## src/rtl/usb_pkg.sv

```systemverilog
// Shared constants and types for the USB data buffer.
package usb_pkg;

    localparam int USB_BUF_DEPTH = 64;
    localparam int USB_OCC_W     = 7;

    // Sticky error flags reported to the AHB status register.
    typedef struct packed {
        logic overflow;
        logic underflow;
        logic collision;
    } usb_flags_t;

endpackage

```

## src/rtl/usb_buffer_ctrl.sv

```systemverilog
// Pointer, occupancy, arbitration and sticky-flag control for the USB byte FIFO.
module usb_buffer_ctrl
    import usb_pkg::*;
#(
    parameter int DEPTH = USB_BUF_DEPTH,
    localparam int AW   = $clog2(DEPTH)
) (
    input  logic                 clk,
    input  logic                 rst,
    input  logic                 clear,
    input  logic                 push_rx,
    input  logic                 push_tx,
    input  logic                 pop_tx,
    input  logic                 pop_rx,
    output logic                 wr_en,
    output logic [AW-1:0]        waddr,
    output logic [AW-1:0]        raddr,
    output logic [USB_OCC_W-1:0] count,
    output logic                 overflow,
    output logic                 underflow,
    output logic                 collision
);

    logic [AW-1:0]        wptr;
    logic [AW-1:0]        rptr;
    logic [USB_OCC_W-1:0] cnt;
    usb_flags_t           flags;

    logic push;
    logic pop;
    logic push_acc;
    logic pop_acc;

    // Arbitrate the two producers and two consumers and decide what is accepted.
    always_comb begin
        // NOTE: every always_comb output is assigned unconditionally first so no latch is inferred.
        push     = push_rx | push_tx;
        pop      = pop_tx | pop_rx;
        pop_acc  = pop && (cnt != '0);
        push_acc = push && ((cnt < USB_OCC_W'(DEPTH)) || pop_acc);
        wr_en    = push_acc && !clear;
    end

    // Advance pointers and occupancy; clear overrides any traffic in the same cycle.
    always_ff @(posedge clk or posedge rst) begin
        // NOTE: state registers use non-blocking assignments so all updates see pre-edge values.
        if (rst) begin
            wptr <= '0;
            rptr <= '0;
            cnt  <= '0;
        end else if (clear) begin
            wptr <= '0;
            rptr <= '0;
            cnt  <= '0;
        end else begin
            if (push_acc) wptr <= wptr + AW'(1);
            if (pop_acc)  rptr <= rptr + AW'(1);
            case ({push_acc, pop_acc})
                2'b10:   cnt <= cnt + USB_OCC_W'(1);
                2'b01:   cnt <= cnt - USB_OCC_W'(1);
                default: cnt <= cnt;
            endcase
        end
    end

    // Sticky error flags; only reset or clear can drop them.
    always_ff @(posedge clk or posedge rst) begin
        if (rst) begin
            flags <= '0;
        end else if (clear) begin
            flags <= '0;
        end else begin
            if (push && !push_acc)                      flags.overflow  <= 1'b1;
            if (pop && !pop_acc)                        flags.underflow <= 1'b1;
            if ((push_rx && push_tx) || (pop_tx && pop_rx)) flags.collision <= 1'b1;
        end
    end

    assign waddr     = wptr;
    assign raddr     = rptr;
    assign count     = cnt;
    assign overflow  = flags.overflow;
    assign underflow = flags.underflow;
    assign collision = flags.collision;

endmodule

```

## src/rtl/usb_data_buffer.sv

```systemverilog
// Byte-wide show-ahead FIFO shared by the AHB slave and the USB receiver/transmitter.
module usb_data_buffer
    import usb_pkg::*;
#(
    parameter int DEPTH = USB_BUF_DEPTH
) (
    input  logic                 clk,
    input  logic                 rst,
    input  logic                 store_tx_data,
    input  logic [7:0]           tx_data,
    input  logic                 get_rx_data,
    output logic [7:0]           rx_data,
    input  logic                 clear,
    input  logic                 store_rx_packet_data,
    input  logic [7:0]           rx_packet_data,
    input  logic                 get_tx_packet_data,
    output logic [7:0]           tx_packet_data,
    output logic [USB_OCC_W-1:0] buffer_occupancy,
    output logic                 overflow,
    output logic                 underflow,
    output logic                 collision
);

    localparam int AW = $clog2(DEPTH);

    logic [7:0]    mem [DEPTH];
    logic          wr_en;
    logic [AW-1:0] waddr;
    logic [AW-1:0] raddr;
    logic [7:0]    wdata;
    logic [7:0]    head;

    usb_buffer_ctrl #(
        .DEPTH (DEPTH)
    ) u_ctrl (
        .clk       (clk),
        .rst       (rst),
        .clear     (clear),
        .push_rx   (store_rx_packet_data),
        .push_tx   (store_tx_data),
        .pop_tx    (get_tx_packet_data),
        .pop_rx    (get_rx_data),
        .wr_en     (wr_en),
        .waddr     (waddr),
        .raddr     (raddr),
        .count     (buffer_occupancy),
        .overflow  (overflow),
        .underflow (underflow),
        .collision (collision)
    );

    // The receiver byte wins when both producers strobe together.
    assign wdata = store_rx_packet_data ? rx_packet_data : tx_data;

    // Storage array; written only on an accepted push, untouched by clear.
    always_ff @(posedge clk or posedge rst) begin
        // NOTE: this array is reset on purpose so no stale byte can ever leave after reset; it costs flops, not RAM.
        if (rst) begin
            for (int i = 0; i < DEPTH; i++) mem[i] <= '0;
        end else if (wr_en) begin
            mem[waddr] <= wdata;
        end
    end

    // Show-ahead head byte, forced to zero whenever the FIFO is empty.
    always_comb begin
        head = 8'h00;
        if (buffer_occupancy != '0) head = mem[raddr];
    end

    assign rx_data        = head;
    assign tx_packet_data = head;

endmodule

```

## config.mk

```make
export PLATFORM = sky130hd
export DESIGN_NAME = usb_data_buffer
export DESIGN_NICKNAME = d
export VERILOG_FILES = /design/src/rtl/usb_pkg.sv /design/src/rtl/usb_buffer_ctrl.sv /design/src/rtl/usb_data_buffer.sv
export SDC_FILE = /design/constraint.sdc
export NUM_CORES = 1
export LEC_CHECK = 0
export CAP_MARGIN = 20
export CELL_PAD_IN_SITES_DETAIL_PLACEMENT = 1
export CELL_PAD_IN_SITES_GLOBAL_PLACEMENT = 1
export CORE_ASPECT_RATIO = 0.6
export CORE_MARGIN = 5
export CORE_UTILIZATION = 44
export DETAILED_ROUTE_END_ITERATION = 7
export GPL_TIMING_DRIVEN = 0
export PLACE_DENSITY_LB_ADDON = 0.1
export RECOVER_POWER = 50
export SLEW_MARGIN = 15
export SYNTH_ARGS = -nofsm -noshare
export SYNTH_HDL_FRONTEND = slang
export SYNTH_HIERARCHICAL = 1
export SYNTH_SLANG_ARGS = --single-unit
```

## constraint.sdc

```tcl
create_clock -name clk -period 23 [get_ports clk]
set_input_delay 3.45 -clock clk [delete_from_list [all_inputs] [get_ports clk]]
set_output_delay 3.45 -clock clk [all_outputs]
set_load 0.01 [all_outputs]
```

Yosys cells after proc, flatten, opt, wreduce, memory -nomap -nowiden
Cells that the tools add are included.
- output and inout bits: 26
- word-level logic and storage cells: 122
- register bits: 534
- input port bits: 23
- mux-type cells: 18
- equal/unequal tests: 2
- bitwise operators: 4
- magnitude comparators: 4
- add/sub/neg operators: 4
- reduce and logical (&&, ||, !) cells: 20
- operators with widths (operator ; number):
    bitwise mux 512 bit ; 1
    binary-select mux 8 bit (select 6 bit) ; 1
    demux 8 bit (select 6 bit) ; 1
    2-to-1 mux 8 bit ; 5
    2-to-1 mux 6 bit ; 4
    >= comparator 7 bit (second input constant) ; 2
    NOT 6 -> 7 bit ; 2
    one-hot mux 7 bit (2 select lines) ; 1
    adder 6 x 1 -> 6 bit (second input constant) ; 2
    nonzero test 2 bit ; 5
    logical AND 1 bit ; 8
    adder 7 x 1 -> 7 bit (second input constant) ; 1
    less-than comparator 7 x 1 -> 1 bit (second input constant) ; 1
    less-than comparator 7 bit (second input constant) ; 1
    2-to-1 mux 7 bit ; 1
    nonzero test 7 bit ; 1
    subtractor 7 x 1 -> 7 bit (second input constant) ; 1
    logical NOT 1 bit ; 3
    2-to-1 mux 1 bit ; 3
    2-to-1 mux 3 bit ; 1
    nonzero test 3 bit ; 1
    equality test 2 x 1 -> 1 bit (second input constant) ; 1
    equality test 2 bit (second input constant) ; 1
    logical OR 1 bit ; 2
    OR 1 bit ; 2

Logic depth before layout (Yosys ltp)
- word-level depth: 8
- mapped depth: 10
- gate-level depth less buffers: 9

Cells and area by module
The synthesis kept the hierarchy.
- modules (own cells, without submodules) (module ; cells each ; area each (um^2) ; instances ; seq. area each (um^2)):
    usb_data_buffer ; 2085 ; 22704.3 ; 1 ; 12812.3
    usb_buffer_ctrl ; 123 ; 1306.3 ; 1 ; 550.5

Least setup slack after synthesis
No wires, ideal clock.
- path kind: register to output
- start: register u_ctrl.rptr[0] (netlist: u_ctrl/raddr[0])
- end: output tx_packet_data[5]
- setup slack: 17.387 ns
- data arrival time: 2.163 ns
- data required time: 19.550 ns
- stages on the path, launching flop included: 8
- cell sequence: dfrtp_1 > buf_6 > buf_2 > mux4_2 > mux2_2 > o221ai_1 > o311ai_1 > buf_4
- cells in the longest elaborated chain, start to end: 5
- RTL lines (item ; line ; RTL):
    from (decl) ; usb_buffer_ctrl.sv:25 ; logic [AW-1:0] rptr;
    from (signal assigned) ; usb_buffer_ctrl.sv:57 ; if (pop_acc) rptr <= rptr + AW'(1);
    NOT 6 -> 7 bit (not written as such) ; usb_data_buffer.sv:68 ; if (buffer_occupancy != '0) head = mem[raddr];
    binary-select mux 8 bit (select 6 bit) ; usb_data_buffer.sv:68 ;
    2-to-1 mux 8 bit (not written as such) (2 in series) ; usb_data_buffer.sv:68 ;
    2-to-1 mux 8 bit ; usb_data_buffer.sv:68 ;
    to (decl) ; usb_data_buffer.sv:17 ; output logic [7:0] tx_packet_data,
No other way between the ends. The select of a mux whose other input is x is not followed.

==> flow_metrics.env <==
export IMPL_netSwitchingFraction=0.326
export IMPL_preCtsSetupSlack_ns=15.37
export IMPL_wl_per_cell_microns=29.8
export IMPL_fp_dieH_microns=191
export IMPL_total_placed_cells_including_tap_cells=2981
export IMPL_cts_post_setup_buffers_inserted=0
export IMPL_core_rowCount=66
export IMPL_remaining_drc_errors=0
export IMPL_timing_final_crit_share=0.492
export IMPL_comb_power_share=0.270
export IMPL_grt_start_max_net_pins=112
export IMPL_wire_length_reported_by_the_detailed_router_mm=91.7
export IMPL_power_static_leakage_nw=12.0
export IMPL_yosysWarnings=6
export IMPL_syn_inst=2208
export IMPL_synth_top_area_cell="dfrtp_1"
export IMPL_antenna_left=0
export IMPL_clock_skew_final_ns=0.0160
export IMPL_timing_hold_worst_start="mem[172]$_DFFE_PP0P_"
export IMPL_synth_async_reset_ratio=1.00
export IMPL_finalPower_mw=2.62
export IMPL_cpMaxStageDelayCell="clkbuf_1"
export IMPL_synth_top_flop_cell="dfrtp_1"
export IMPL_number_of_antenna_violations_at_the_first_check_in_global_routing=6
export IMPL_first_global_vias=19900
export IMPL_switchingPower_uw=853
export IMPL_layout_drive_gt1_share=0.138
export IMPL_tritoncts_num_buffers=51
export IMPL_min_path_cells=2
export IMPL_cts_root_buf="clkbuf_16"
export IMPL_avgViaCountPerCell=6.18
export IMPL_die_area_sq_um=59500
export IMPL_area_delta_synth_final_pct=13.4
export IMPL_power_density_nw_per_um2=96.1
export IMPL_grt_overflow_total=0
export IMPL_post_dp_hpwl_mm=65.7
export IMPL_run_status="complete, but fails checks"
export IMPL_finalNetCount=2355
export IMPL_total_of_max_cap_violations=4
export IMPL_required_ns=22.37
export IMPL_endpoint_arrival_time_on_the_critical_path_ns=10.70
export IMPL_yosysUniqueCellTypes=63
export IMPL_die_width_microns=312
export IMPL_grt_total_usage=0.310
export IMPL_route_vias_total=19000
export IMPL_post_cts_resize_count=0
export IMPL_deepest_level_of_the_cts_h_tree=2
export IMPL_worst_slack_ns=11.67
export IMPL_timing_max_transition_violations_final=299
export IMPL_timing_worst_slew_pin_value_ns=5.47
export IMPL_worstPathBufferInverterCount=3
export IMPL_finalWeightedCongestion=0.914
export IMPL_irDropWorstVdd_mv=0.0921
export IMPL_cp_top_family="buffers and inverters"
export IMPL_clk_pin_slew_worst_paths_ns=0.06
export IMPL_cts_num_sinks=534
export IMPL_netlist_top_cells_area="dfrtp_1, mux4_2, a21oi_1"
export IMPL_crit_reg2reg_capture="mem[127]$_DFFE_PP0P_"
export IMPL_clockBufferDepth=3
export IMPL_total_negative_slack_ns=0
export IMPL_critical_path_start_end_classification="in -> async"
export IMPL_maxSlewHeadroom=-2.65
export IMPL_finalSetupViolCount=0
export IMPL_worstPathMaxFanout=101
export IMPL_finalNonFillerCells=3079
export IMPL_worstSetupStartpointType="input port"
export IMPL_synth_edf_count=0
export IMPL_clock_latency_ns=0.60
export IMPL_post_synth_instance_area_sq_um=24000
export IMPL_maxClockFrequency_ghz=0.0883
export IMPL_max_stage_delay_ns=3.98
export IMPL_failing_checks="capacitance limit, slew limit"
export IMPL_io_pins=49
export IMPL_cts_tree="done"
export IMPL_dr_pass1_iters=5
export IMPL_hold_slack_ns=0.478
export IMPL_reg2reg_from="u_ctrl/count[6]$_DFFE_PP0P_"
export IMPL_post_synth_top_count_cell="dfrtp_1"
export IMPL_synth_sequential_area_ratio=0.557
export IMPL_timing_critical_path_cells="dlygate4sd3_1 > clkinvlp_2 > clkbuf_1"
export IMPL_timing_hold_worst_class="reg -> reg"
export IMPL_post_cts_hold_buffer_count=0
export IMPL_syn_mean_instance_area_sq_um=10.9
export IMPL_timing_final_hold_violations=0
export IMPL_effective_utilization_at_floorplan=0.444
export IMPL_power_frac_clock=0.333
export IMPL_place_port_buffers=48
export IMPL_critical_path_endpoint_type="asynchronous set/reset pin"
export IMPL_grt_pass1_wl_mm=136
export IMPL_area_share_of_the_leading_cell_type_in_the_synthesized_netlist=0.557
export IMPL_ff_to_ff_path_depth=8
export IMPL_synth_common_cells="dfrtp_1, nor2_1, nand2_1"
export IMPL_timing_reg2reg_setup_slack_ns=18.11
export IMPL_syn_num_nets=2239
export IMPL_timing_hold_worst_endpoint="mem[172]$_DFFE_PP0P_"
export IMPL_ys_ff_latch=534
export IMPL_pwr_share_seq=0.396
export IMPL_rsz_0062_raised_after_global_routing="no"
export IMPL_initialDrtViolationCount=2171
export IMPL_finalWorstPathRequiredPeriod_ns=11.33
export IMPL_p_int_mw=1.76
export IMPL_core_area_sq_um=54100
-- kinds of logic after synthesis --
group / Yosys count / share of synthesized area
DFF: 534 / 0.557
adders and majority gates: 8 / 0.00448
xor gates and xnor gates: 13 / 0.00552
and+or+nand+nor: 705 / 0.120
buffers and inverters: 178 / 0.0369
AOI/OAI and AO/OA: 589 / 0.128
muxes: 181 / 0.148
-- cell usage in the layout (no fill, tap or decap), drive strengths merged, types with 3 or more instances in the layout --
master / n
nor3: 9
nand4: 6
nand2: 309
xor2: 9
dfrtp: 534
mux2i: 39
or2: 8
inv: 3
nand3: 8
mux4: 136
and2: 3
buf: 89
a22oi: 3
xnor2: 4
clkinv: 7
clkdlybuf4s50: 35
clkbuf: 181
nand2b: 6
o22ai: 6
bufinv: 3
a211oi: 8
mux2: 6
o221ai: 8
nor2: 328
or3: 3
dlygate4sd3: 13
ha: 7
and3: 3
o21ai: 278
a21oi: 273
nor2b: 10
-- per-layer routing --
layer  global-route usage  vias up  wire [microns]
met5                    0        -              33
met4               0.0814        6            2660
met3               0.0968      177            9440
met2                0.441      786           38100
met1                0.463    10100           41500
li1                     -     7961               -
-- power groups by stage --
stage	logic [mW]	registers (mW)	clock network, mW
6_report	0.708	1.04	0.872
5_1_grt	0.737	1.04	0.924
4_1_cts	0.702	1.04	0.882
3_5_place_dp	0.700	1.05	0
3_3_place_gp	0.682	1.05	0
2_1_floorplan	0.413	1.04	0
-- state kept, by name, indices dropped and copies added (netlist names) --
signal / cells
u_ctrl/overflow: 1
u_ctrl/count: 7
u_ctrl/waddr: 6
u_ctrl/raddr: 6
mem: 512
u_ctrl/collision: 1
u_ctrl/underflow: 1
-- area by class of cell --
cell class	instances	area (sq um)
clock buffer	82	1550
fill	5793	26900
sequential	534	13400
timing repair buffer	63	664
antenna	2	5.00
inverter	5	20.0
multi-input combinational	1496	9750
tap	714	893
buffer	173	867
clock inverter	10	128
-- metrics by stage --
stage          area [sq um]   util
2_1_floorplan         24000      -
3_3_place_gp          25400  0.469
3_5_place_dp          25600  0.474
4_1_cts               27300  0.505
5_1_grt               27200  0.503
6_report              27200  0.504
-- worst max-delay path by stage --
stage / end / slack (ns) / depth (start not counted) / start
6_report: mem[357]$_DFFE_PP0P_ / 11.67 / 3 / rst
3_3_place_gp: mem[273]$_DFFE_PP0P_ / -0.97 / 2 / rst
4_1_cts: tx_packet_data[2] / 14.88 / 10 / u_ctrl/raddr[2]$_DFFE_PP0P_
3_5_place_dp: mem[168]$_DFFE_PP0P_ / 15.37 / 10 / store_rx_packet_data
5_1_grt: mem[382]$_DFFE_PP0P_ / 10.01 / 3 / rst
2_1_floorplan: mem[0]$_DFFE_PP0P_ / 5.25 / 1 / rst
-- tightest hold or removal path, delay by kind of cell, from the launching register on --
kind	cells	cell delay (ns)
AO/OA/AOI/OAI	1	0.06
AND/OR/NAND/NOR	1	0.04
flip-flops	1	0.34
Power figures use the tool's default switching activity.
